**src/rtl/prbs_chk_pkg.sv**
```systemverilog
// ---------------------------------------------------------------------------
// prbs_chk_pkg
//   Shared types and helpers for the PRBS stream checker.
//   - chk_state_t : checker FSM states (HUNT, SYNC, LOCKED)
//   - LFSR_ZERO   : the LFSR lock-up value; never a legal sequence word
//   - lfsr64_next : one step of the x^64 LFSR used by the stimulus generator
//                   next = {d[62:0], d[63] ^ d[2] ^ d[0]}
// ---------------------------------------------------------------------------
package prbs_chk_pkg;

    typedef enum logic [1:0] {
        HUNT   = 2'd0,
        SYNC   = 2'd1,
        LOCKED = 2'd2
    } chk_state_t;

    localparam logic [63:0] LFSR_ZERO = 64'h0;

    function automatic logic [63:0] lfsr64_next(input logic [63:0] d);
        return {d[62:0], d[63] ^ d[2] ^ d[0]};
    endfunction

endpackage

```
**src/rtl/prbs_stream_checker_misr64.sv**
```systemverilog
// ---------------------------------------------------------------------------
// misr64
//   64-bit multiple-input signature register. Each enabled cycle folds din
//   into the signature: sig <= din ^ lfsr64_next(sig). Generic enough to be
//   reused by other harnesses.
// Ports
//   clk    in   1   clock, state on posedge
//   reset  in   1   synchronous, active-high; clears the signature
//   en     in   1   fold din this cycle
//   din    in   64  data word to compress
//   sig    out  64  current signature (registered)
// ---------------------------------------------------------------------------
module misr64
    import prbs_chk_pkg::*;
(
    input  logic        clk,
    input  logic        reset,
    input  logic        en,
    input  logic [63:0] din,
    output logic [63:0] sig
);

    logic [63:0] sig_q;
    logic [63:0] sig_d;

    always_comb begin
        sig_d = sig_q;
        if (en) begin
            sig_d = din ^ lfsr64_next(sig_q);
        end
    end

    always_ff @(posedge clk) begin
        if (reset) begin
            sig_q <= '0;
        end else begin
            sig_q <= sig_d;
        end
    end

    assign sig = sig_q;

endmodule

```
**config.mk**
```make
export PLATFORM = sky130hd
export DESIGN_NAME = misr64
export DESIGN_NICKNAME = d
export VERILOG_FILES = /design/src/rtl/prbs_chk_pkg.sv /design/src/rtl/prbs_stream_checker_misr64.sv
export SDC_FILE = /design/constraint.sdc
export NUM_CORES = 1
export LEC_CHECK = 0
export BUFFER_PORTS_ARGS = -buffer_cell sky130_fd_sc_hd__buf_4
export CAP_MARGIN = 20
export CORE_ASPECT_RATIO = 0.9
export CORE_MARGIN = 3
export CORE_UTILIZATION = 30
export DETAILED_ROUTE_END_ITERATION = 12
export GPL_TIMING_DRIVEN = 0
export SYNTH_ARGS = -nofsm -noshare
export SYNTH_HDL_FRONTEND = slang
export SYNTH_SLANG_ARGS = --single-unit
```
**constraint.sdc**
```tcl
create_clock -name clk -period 3 [get_ports clk]
set_clock_uncertainty 0.15 [all_clocks]
set_input_delay 0.3 -clock clk [delete_from_list [all_inputs] [get_ports clk]]
set_output_delay 0.3 -clock clk [all_outputs]
set_load 0.01 [all_outputs]
```
==> flow_summary.yaml, run 1 <==
outcome:
  status: "completed"
min_path:
  hold_start: "din[53]"
  min_path_cells: 3
  min_to: "sig[53]"
  hp-class: "in -> reg"
synth:
  ys_seq_area_frac: 0.469
  synth.avg_cell_area_um2: 9.79
  ys_async_sr_fraction: 0
  synth_edf_count: 0
  synth-main-ff-cell: "dfxtp_1"
  synth_top_area_cell: "dfxtp_1"
  synth_top_area_frac: 0.469
  ys_ff_latch: 64
  yosys_warnings: 0
  netlist_area_mm2: 0.00273
  ys_top_cells_by_area: "dfxtp_1 (47%), xnor2_1 (20%), a211oi_1 (17%)"
  syn-num-nets: 346
  synthCells: 279
  synth_commonest_cells: "dfxtp_1 (64), nor2_1 (64), a211oi_1 (63), xnor2_1 (63), buf_6 (7)"
  synthDistinctLibCells: 13
clock_tree:
  h-tree-depth: 3
  cts_setup_buffers: 0
  cts_sinks: 64
  cts_hold_buf: 0
  insertion_delay_ns: 0.33
  cts-buffers-inserted: 9
  clockRootBuffer: "clkbuf_8"
  clk_pin_slew_ns: 0.07
  cts_tree: "done"
  clockBufferDepth: 2
  cts_resized: 0
sta:
  slew_violations: 0
  fin_setup_tns_ns: 0
  holdWs_ns: 0.103
  worstMarginPinSlew_ns: 0.459
  setup_viol: 0
  finalCriticalPeriod_ns: 1.38
  finalHoldViolCount: 0
  max_freq_mhz: 724
  relSlewSlack: 0.694
  fin_crit_sh: 0.460
  rsz0062_at_grt: "false"
power:
  switchingPower_uw: 592
  clkPwrFrac: 0.340
  power_leakage_uw: 0.00167
  cellPowerDensity_mw_per_mm2: 548
  comb_power_share: 0.210
  swShare: 0.267
  p_int_uw: 1630
  p_seq_frac: 0.450
  ir_drop_mv: 0.278
placement:
  post_dp_cell_area_mm2: 0.00385
  portBuffers: 129
  dp.cells: 527
  dp_hpwl_um: 5070
  place_congestion: 0.718
die:
  start_util: 0.313
  coreArea_mm2: 0.00873
  die_height_um: 96.5
  ios: 131
  num_rows: 32
  dieArea_mm2: 0.0103
  die_x_um: 107
critical_path:
  cp-startpoint: "sig[2]"
  cp_top_family: "flip-flops"
  critPathLaunchType: "register"
  cp-end-kind: "output pin"
  critPathArrivalTime_ns: 0.93
  r2r_start: "sig[2]"
  cp_max_fo: 4
  criticalPathCategory: "reg -> out"
  path_buf_inv: 1
  rr_worst_depth: 3
  slowest_delay_ns: 0.44
  worst_r2r_endpoint: "sig[0]"
  required_ns: 2.55
  crit_path_cell_trace: "buf_4"
  r2r_slack_ns: 1.73
  slowest_stage: "dfxtp_1"
drt:
  drtPass1Iterations: 4
  route.met3.wl_um: 501
  drt_iter0_markers: 33
  wl_met1_um: 3360
  vias_per_cell: 4.43
  wire_per_inst_um: 12.9
  highest_layer: "met4"
  antenna_left: 0
  dr_wl_met2_um: 3020
  wirelength_um: 6980
  num_vias: 2407
  drc_errors: 0
global_route:
  grt_max_degree: 11
  grt_pass1_wl_um: 11000
  grt_pass1_vias: 2283
  antenna_found_initial: 0
  track_usage: 0.134
  grt-ovfl-total: 0
layout:
  biggestRegsByFlops: "sig: 64 flops"
  largest_reg_flops: 64
  antennaDiodeCount: 0
  top_register: "sig"
  instances_no_fill: 543
  area_growth_pct: 48.2
  nets: 486
  fin_util: 0.464
  drive_gt1_frac: 0.368
  final_area_mm2: 0.00405
job:
  maxCapViolCount: 0
-- cells in the final DEF (no fill, tap or decap) --
cell type and count:
a31o_1 1, buf_1 4, nand2b_1 1, clkbuf_1 6
buf_4 130, clkbuf_8 11, a21oi_1 1, a211oi_1 63
xor3_1 1, clkinv_2 2, buf_6 7, buf_2 5
bufinv_16 1, dfxtp_1 64, xnor2_1 63, nor2_1 64
-- worst max path at each step --
stage | endpoint | depth (start not counted)
floorplan | sig[0] | 2
global placement | sig[52] | 4
detailed placement | sig[37] | 4
CTS | sig[2] | 1
global route | sig[2] | 1
finish | sig[2] | 1
-- per-layer routing --
| metal | vias up | GRT usage |
|---|---|---|
| li1 | 1240 | - |
| met1 | 1066 | 0.179 |
| met2 | 90 | 0.201 |
| met3 | 11 | 0.0452 |
| met4 | 0 | 0.0532 |
| met5 | - | 0 |
-- through the flow --
stage	setup WS [ns]	power, uW
2_1_floorplan	1.73	1250
3_3_place_gp	1.59	1480
3_5_place_dp	1.57	1490
4_1_cts	1.60	2250
5_1_grt	1.57	2340
6_report	1.62	2220
-- cell type report --
class	count	area, um2
Buffer	21	141
Fill cell	886	4680
Multi-Input combinational cell	194	1310
Clock inverter	3	40.0
Sequential cell	64	1280
Tap cell	119	149
Clock buffer	13	159
Timing Repair Buffer	129	968
-- power groups by stage --
stage | logic [uW] | clock network (uW) | registers (uW)
after floorplan | 212 | 0 | 1040
after global placement | 467 | 0 | 1020
after detailed placement | 471 | 0 | 1020
after CTS | 474 | 778 | 998
after global routing | 515 | 814 | 1010
final | 466 | 754 | 998
-- worst register-to-register path, cell delays in order, from the launching register on --
cell,delay (ns)
dfxtp_1,0.44
xor3_1,0.37
a21oi_1,0.16
a31o_1,0.11
-- cells by family after synthesis --
| logic type | synth area share |
|---|---|
| buf+inv | 0.0518 |
| simple gates | 0.0902 |
| xor+xnor | 0.211 |
| compound gates | 0.178 |
| flops | 0.469 |
(Power assumes the default switching activity.)
==> inputs of run 2 (changes only) <==
clock period = 1.4 ns   (was 3 ns; I/O delays follow)
==> run 2 against run 1 <==
Against the previous run:
- via count increased by 11%
- register-to-register slack got worse by 1.6 ns
- final cell count grew 12%
- critical endpoint is now sig[52]
- global-route usage increased by 2.1 points
- largest power group unchanged
- power up 120%
- combinational power increased by 150%
==> flow_summary.yaml, run 2 (synthesis gave the netlist of run 1 again) <==
outcome:
  status: "completed"
die:
  start_util: 0.313
  die_x_um: 107
  ios: 131
  die_height_um: 96.5
  dieArea_mm2: 0.0103
  num_rows: 32
  coreArea_mm2: 0.00873
layout:
  layout_commonest_cell: "buf_4"
  drive_gt1_frac: 0.322
  nets: 550
  instances_no_fill: 607
  layout_common_cells: "buf_4 (130), nor2_1 (64), dlygate4sd3_1 (64), dfxtp_1 (64)"
  area_growth_pct: 71.7
  top_register: "sig"
  largest_reg_flops: 64
  antennaDiodeCount: 0
  biggestRegsByFlops: "sig: 64 flops"
power:
  cellPowerDensity_mw_per_mm2: 1050
  power_leakage_uw: 0.00194
  ir_drop_mv: 0.604
clock_tree:
  cts-buffers-inserted: 9
  clk_pin_slew_ns: 0.07
  insertion_delay_ns: 0.33
  cts_tree: "done"
  clockRootBuffer: "clkbuf_8"
  cts_sinks: 64
  h-tree-depth: 3
  clockBufferDepth: 2
sta:
  finalHoldViolCount: 0
  setup_viol: 0
  relSlewSlack: 0.699
  fin_crit_sh: 0.956
  worstMarginPinSlew_ns: 0.452
  max_freq_mhz: 747
  rsz0062_at_grt: "false"
  slew_violations: 0
  fin_setup_tns_ns: 0
  finalCriticalPeriod_ns: 1.34
critical_path:
  criticalPathCategory: "in -> reg"
  cp_max_fo: 10
  required_ns: 1.44
  critPathArrivalTime_ns: 1.38
  critPathLaunchType: "primary input"
  cp-end-kind: "register"
global_route:
  grt_pass1_vias: 2626
  antenna_found_initial: 0
  grt_max_degree: 11
  grt_pass1_wl_um: 12700
  grt-ovfl-total: 0
  track_usage: 0.155
placement:
  dp.cells: 527
  dp_hpwl_um: 5070
  portBuffers: 129
  place_congestion: 0.718
drt:
  drtPass1Iterations: 4
  vias_per_cell: 4.38
  antenna_left: 0
  wire_per_inst_um: 13.0
  drt_iter0_markers: 46
  drc_errors: 0
  num_vias: 2660
  wirelength_um: 7910
job:
  maxCapViolCount: 0
min_path:
  hp-class: "in -> reg"
## run 2: repair_timing
item / 4_1_cts / 5_1_grt
endpoints found under the hold margin: 63 / 0
hold buffers: 64 / 0
buffers inserted: 0 / 0
resized for setup: 0 / 2
setup endpoints to repair: 0 / 3
## run 2: worst max-delay path: stages
cell,delay (ns)
dlygate4sd3_1,0.57
buf_6,0.16
clkbuf_1,0.37
a211oi_1,0.14
## run 2: through the flow
stage	cell area (um2)	utilization	power (uW)	worst slack (ns)	hold slack, ns
after floorplan	2730	-	2690	0.128	0.193
after global placement	3850	0.441	3180	0.150	0.286
after detailed placement	3850	0.441	3190	0.132	0.289
after CTS	4690	0.537	4970	0.0562	0.0446
after global routing	4690	0.537	5170	0.0115	0.0639
final	4690	0.537	4900	0.0618	0.0591
## run 2: cell type report
class | instances | area (um2)
Sequential cell | 64 | 1280
Tap cell | 119 | 149
Timing Repair Buffer | 193 | 1610
Fill cell | 800 | 4040
Multi-Input combinational cell | 194 | 1310
Clock buffer | 13 | 159
Clock inverter | 3 | 40.0
Buffer | 21 | 143
## run 2: routing by layer
layer,global-route usage,share of wire,vias to the layer above
met3,0.0498,0.066,19
met1,0.189,0.44,1179
met2,0.256,0.47,94
met4,0.0639,0.021,0
met5,0,0,-
li1,-,-,1368
## run 2: worst paths after layout
| path | slack (ns) | end | depth (start not counted) | from |
|---|---|---|---|---|
| hold / removal | 0.06 | sig[0] | 3 | din[0] |
| setup / recovery | 0.06 | sig[52] | 4 | en |
| setup reg to reg | 0.13 | sig[0] | 3 | sig[2] |
| hold reg to reg | 0.36 | sig[6] | 2 | sig[6] |
## run 2: report_power, final
part | internal (uW) | switching [uW] | leakage (uW) | total, uW
Combinational | 702 | 449 | 0.00131 | 1150
Sequential | 1980 | 158 | 0.000532 | 2140
Clock | 916 | 694 | 0.000103 | 1610
Total | 3600 | 1300 | 0.00194 | 4900
==> inputs of run 3 (changes only) <==
CORE_MARGIN = 2   (was 3)
MAX_ROUTING_LAYER = met4   (was default)
==> run 3 against run 2 <==
Against the previous run:
- sequential power about the same
- sequential share of layout area decreased by 0.058 points
- routed wire length decreased by 2.1%
- fmax increased by 1.1%
- utilization decreased by 1.5 points
- cell area increased by 0.21%
- via count increased by 1.2%
- clock-buffer cell count decreased by 2
- critical endpoint is now sig[44]
- largest power group unchanged
- highest routed layer unchanged
==> flow_summary.yaml, run 3 (synthesis gave the netlist of run 1 again) <==
outcome:
  status: "completed"
min_path:
  hp-class: "in -> reg"
  min_path_cells: 3
layout:
  largest_reg_flops: 64
  antennaDiodeCount: 0
  instances_no_fill: 610
  nFillCells: 841
  drive_gt1_frac: 0.324
  biggestRegsByFlops: "sig: 64 flops"
  layout_commonest_cell: "buf_4"
  area_growth_pct: 72.1
  layout_common_cells: "buf_4 (130), nor2_1 (64), dlygate4sd3_1 (64), dfxtp_1 (64)"
  nets: 550
  top_register: "sig"
global_route:
  grt_pass1_wl_um: 12800
  antenna_found_initial: 0
  grt-ovfl-total: 0
  grt_max_degree: 12
  grt_pass1_vias: 2685
  track_usage: 0.164
clock_tree:
  cts_tree: "done"
  clockBufferDepth: 2
  cts_resized: 0
  h-tree-depth: 3
  clk_pin_slew_ns: 0.07
  cts_setup_buffers: 0
  cts_sinks: 64
  clockRootBuffer: "clkbuf_8"
  cts-buffers-inserted: 9
  cts_hold_buf: 64
  insertion_delay_ns: 0.33
die:
  coreArea_mm2: 0.00900
  num_rows: 33
  ios: 131
  die_height_um: 94.5
  start_util: 0.303
  die_x_um: 105
  dieArea_mm2: 0.00988
critical_path:
  cp-end-kind: "register"
  criticalPathCategory: "in -> reg"
  rr_worst_depth: 3
  required_ns: 1.44
  critPathLaunchType: "primary input"
  critPathArrivalTime_ns: 1.36
  cp_max_fo: 10
sta:
  rsz0062_at_grt: "false"
  max_freq_mhz: 756
  slew_violations: 0
  fin_setup_tns_ns: 0
  finalHoldViolCount: 0
  holdWs_ns: 0.0683
  worstMarginPinSlew_ns: 0.468
  finalCriticalPeriod_ns: 1.32
  fin_crit_sh: 0.945
  setup_viol: 0
  fin_ws_ns: 0.0765
  relSlewSlack: 0.688
placement:
  dp_hpwl_um: 4980
  dp_slack_ns: 0.120
  dp.cells: 530
  place_congestion: 0.760
  portBuffers: 129
drt:
  drt_iter0_markers: 64
  drc_errors: 0
  vias_per_cell: 4.41
  num_vias: 2692
  antenna_left: 0
  drtPass1Iterations: 4
  wirelength_um: 7740
  wire_per_inst_um: 12.7
power:
  cellPowerDensity_mw_per_mm2: 1050
  power_leakage_uw: 0.00194
  ir_drop_mv: 0.500
  power.total_uw: 4920
job:
  maxCapViolCount: 0
[run 3: cell types whose count changed in the layout (fill, tap and decap cells not counted), sizes merged]
cell      before  now
clkbuf        17   15
clkinvlp       0    2
[run 3: where the power goes]
group	total, uW	internal [uW]	switching (uW)	leakage, uW
Sequential	2140	1980	158	0.000532
Combinational	1160	702	455	0.00130
Clock	1630	913	713	0.000101
[run 3: cell type report]
cell class	instances	area (um2)	area share
plain buffers	21	141	0.0301
clock buffers	11	151	0.0322
clock inverters	5	55.1	0.0117
multi-input cells	194	1310	0.278
flip-flops and latches	64	1280	0.273
well taps	122	153	0.0325
repair buffers	193	1610	0.342
[run 3: per-layer routing]
| metal | global-route usage | wire length (um) |
|---|---|---|
| met3 | 0.0393 | 345 |
| met2 | 0.265 | 3710 |
| met1 | 0.201 | 3610 |
| met4 | 0.0611 | 76 |
| met5 | - | 0 |
[run 3: path summary, 6_finish.rpt]
path / slack (ns) / start / to
min reg2reg: 0.36 / sig[3] / sig[3]
min: 0.07 / reset / sig[63]
max: 0.08 / en / sig[44]
max reg2reg: 0.12 / sig[63] / sig[0]
[run 3: worst max-delay path: stages]
cell	delay, ns
dlygate4sd3_1	0.56
buf_6	0.15
clkbuf_1	0.36
a211oi_1	0.14
[run 3: metrics by stage]
step,util,instance area [um2]
after floorplan,-,2730
after global placement,0.428,3850
after detailed placement,0.428,3850
after CTS,0.522,4700
after global routing,0.522,4700
final,0.522,4700
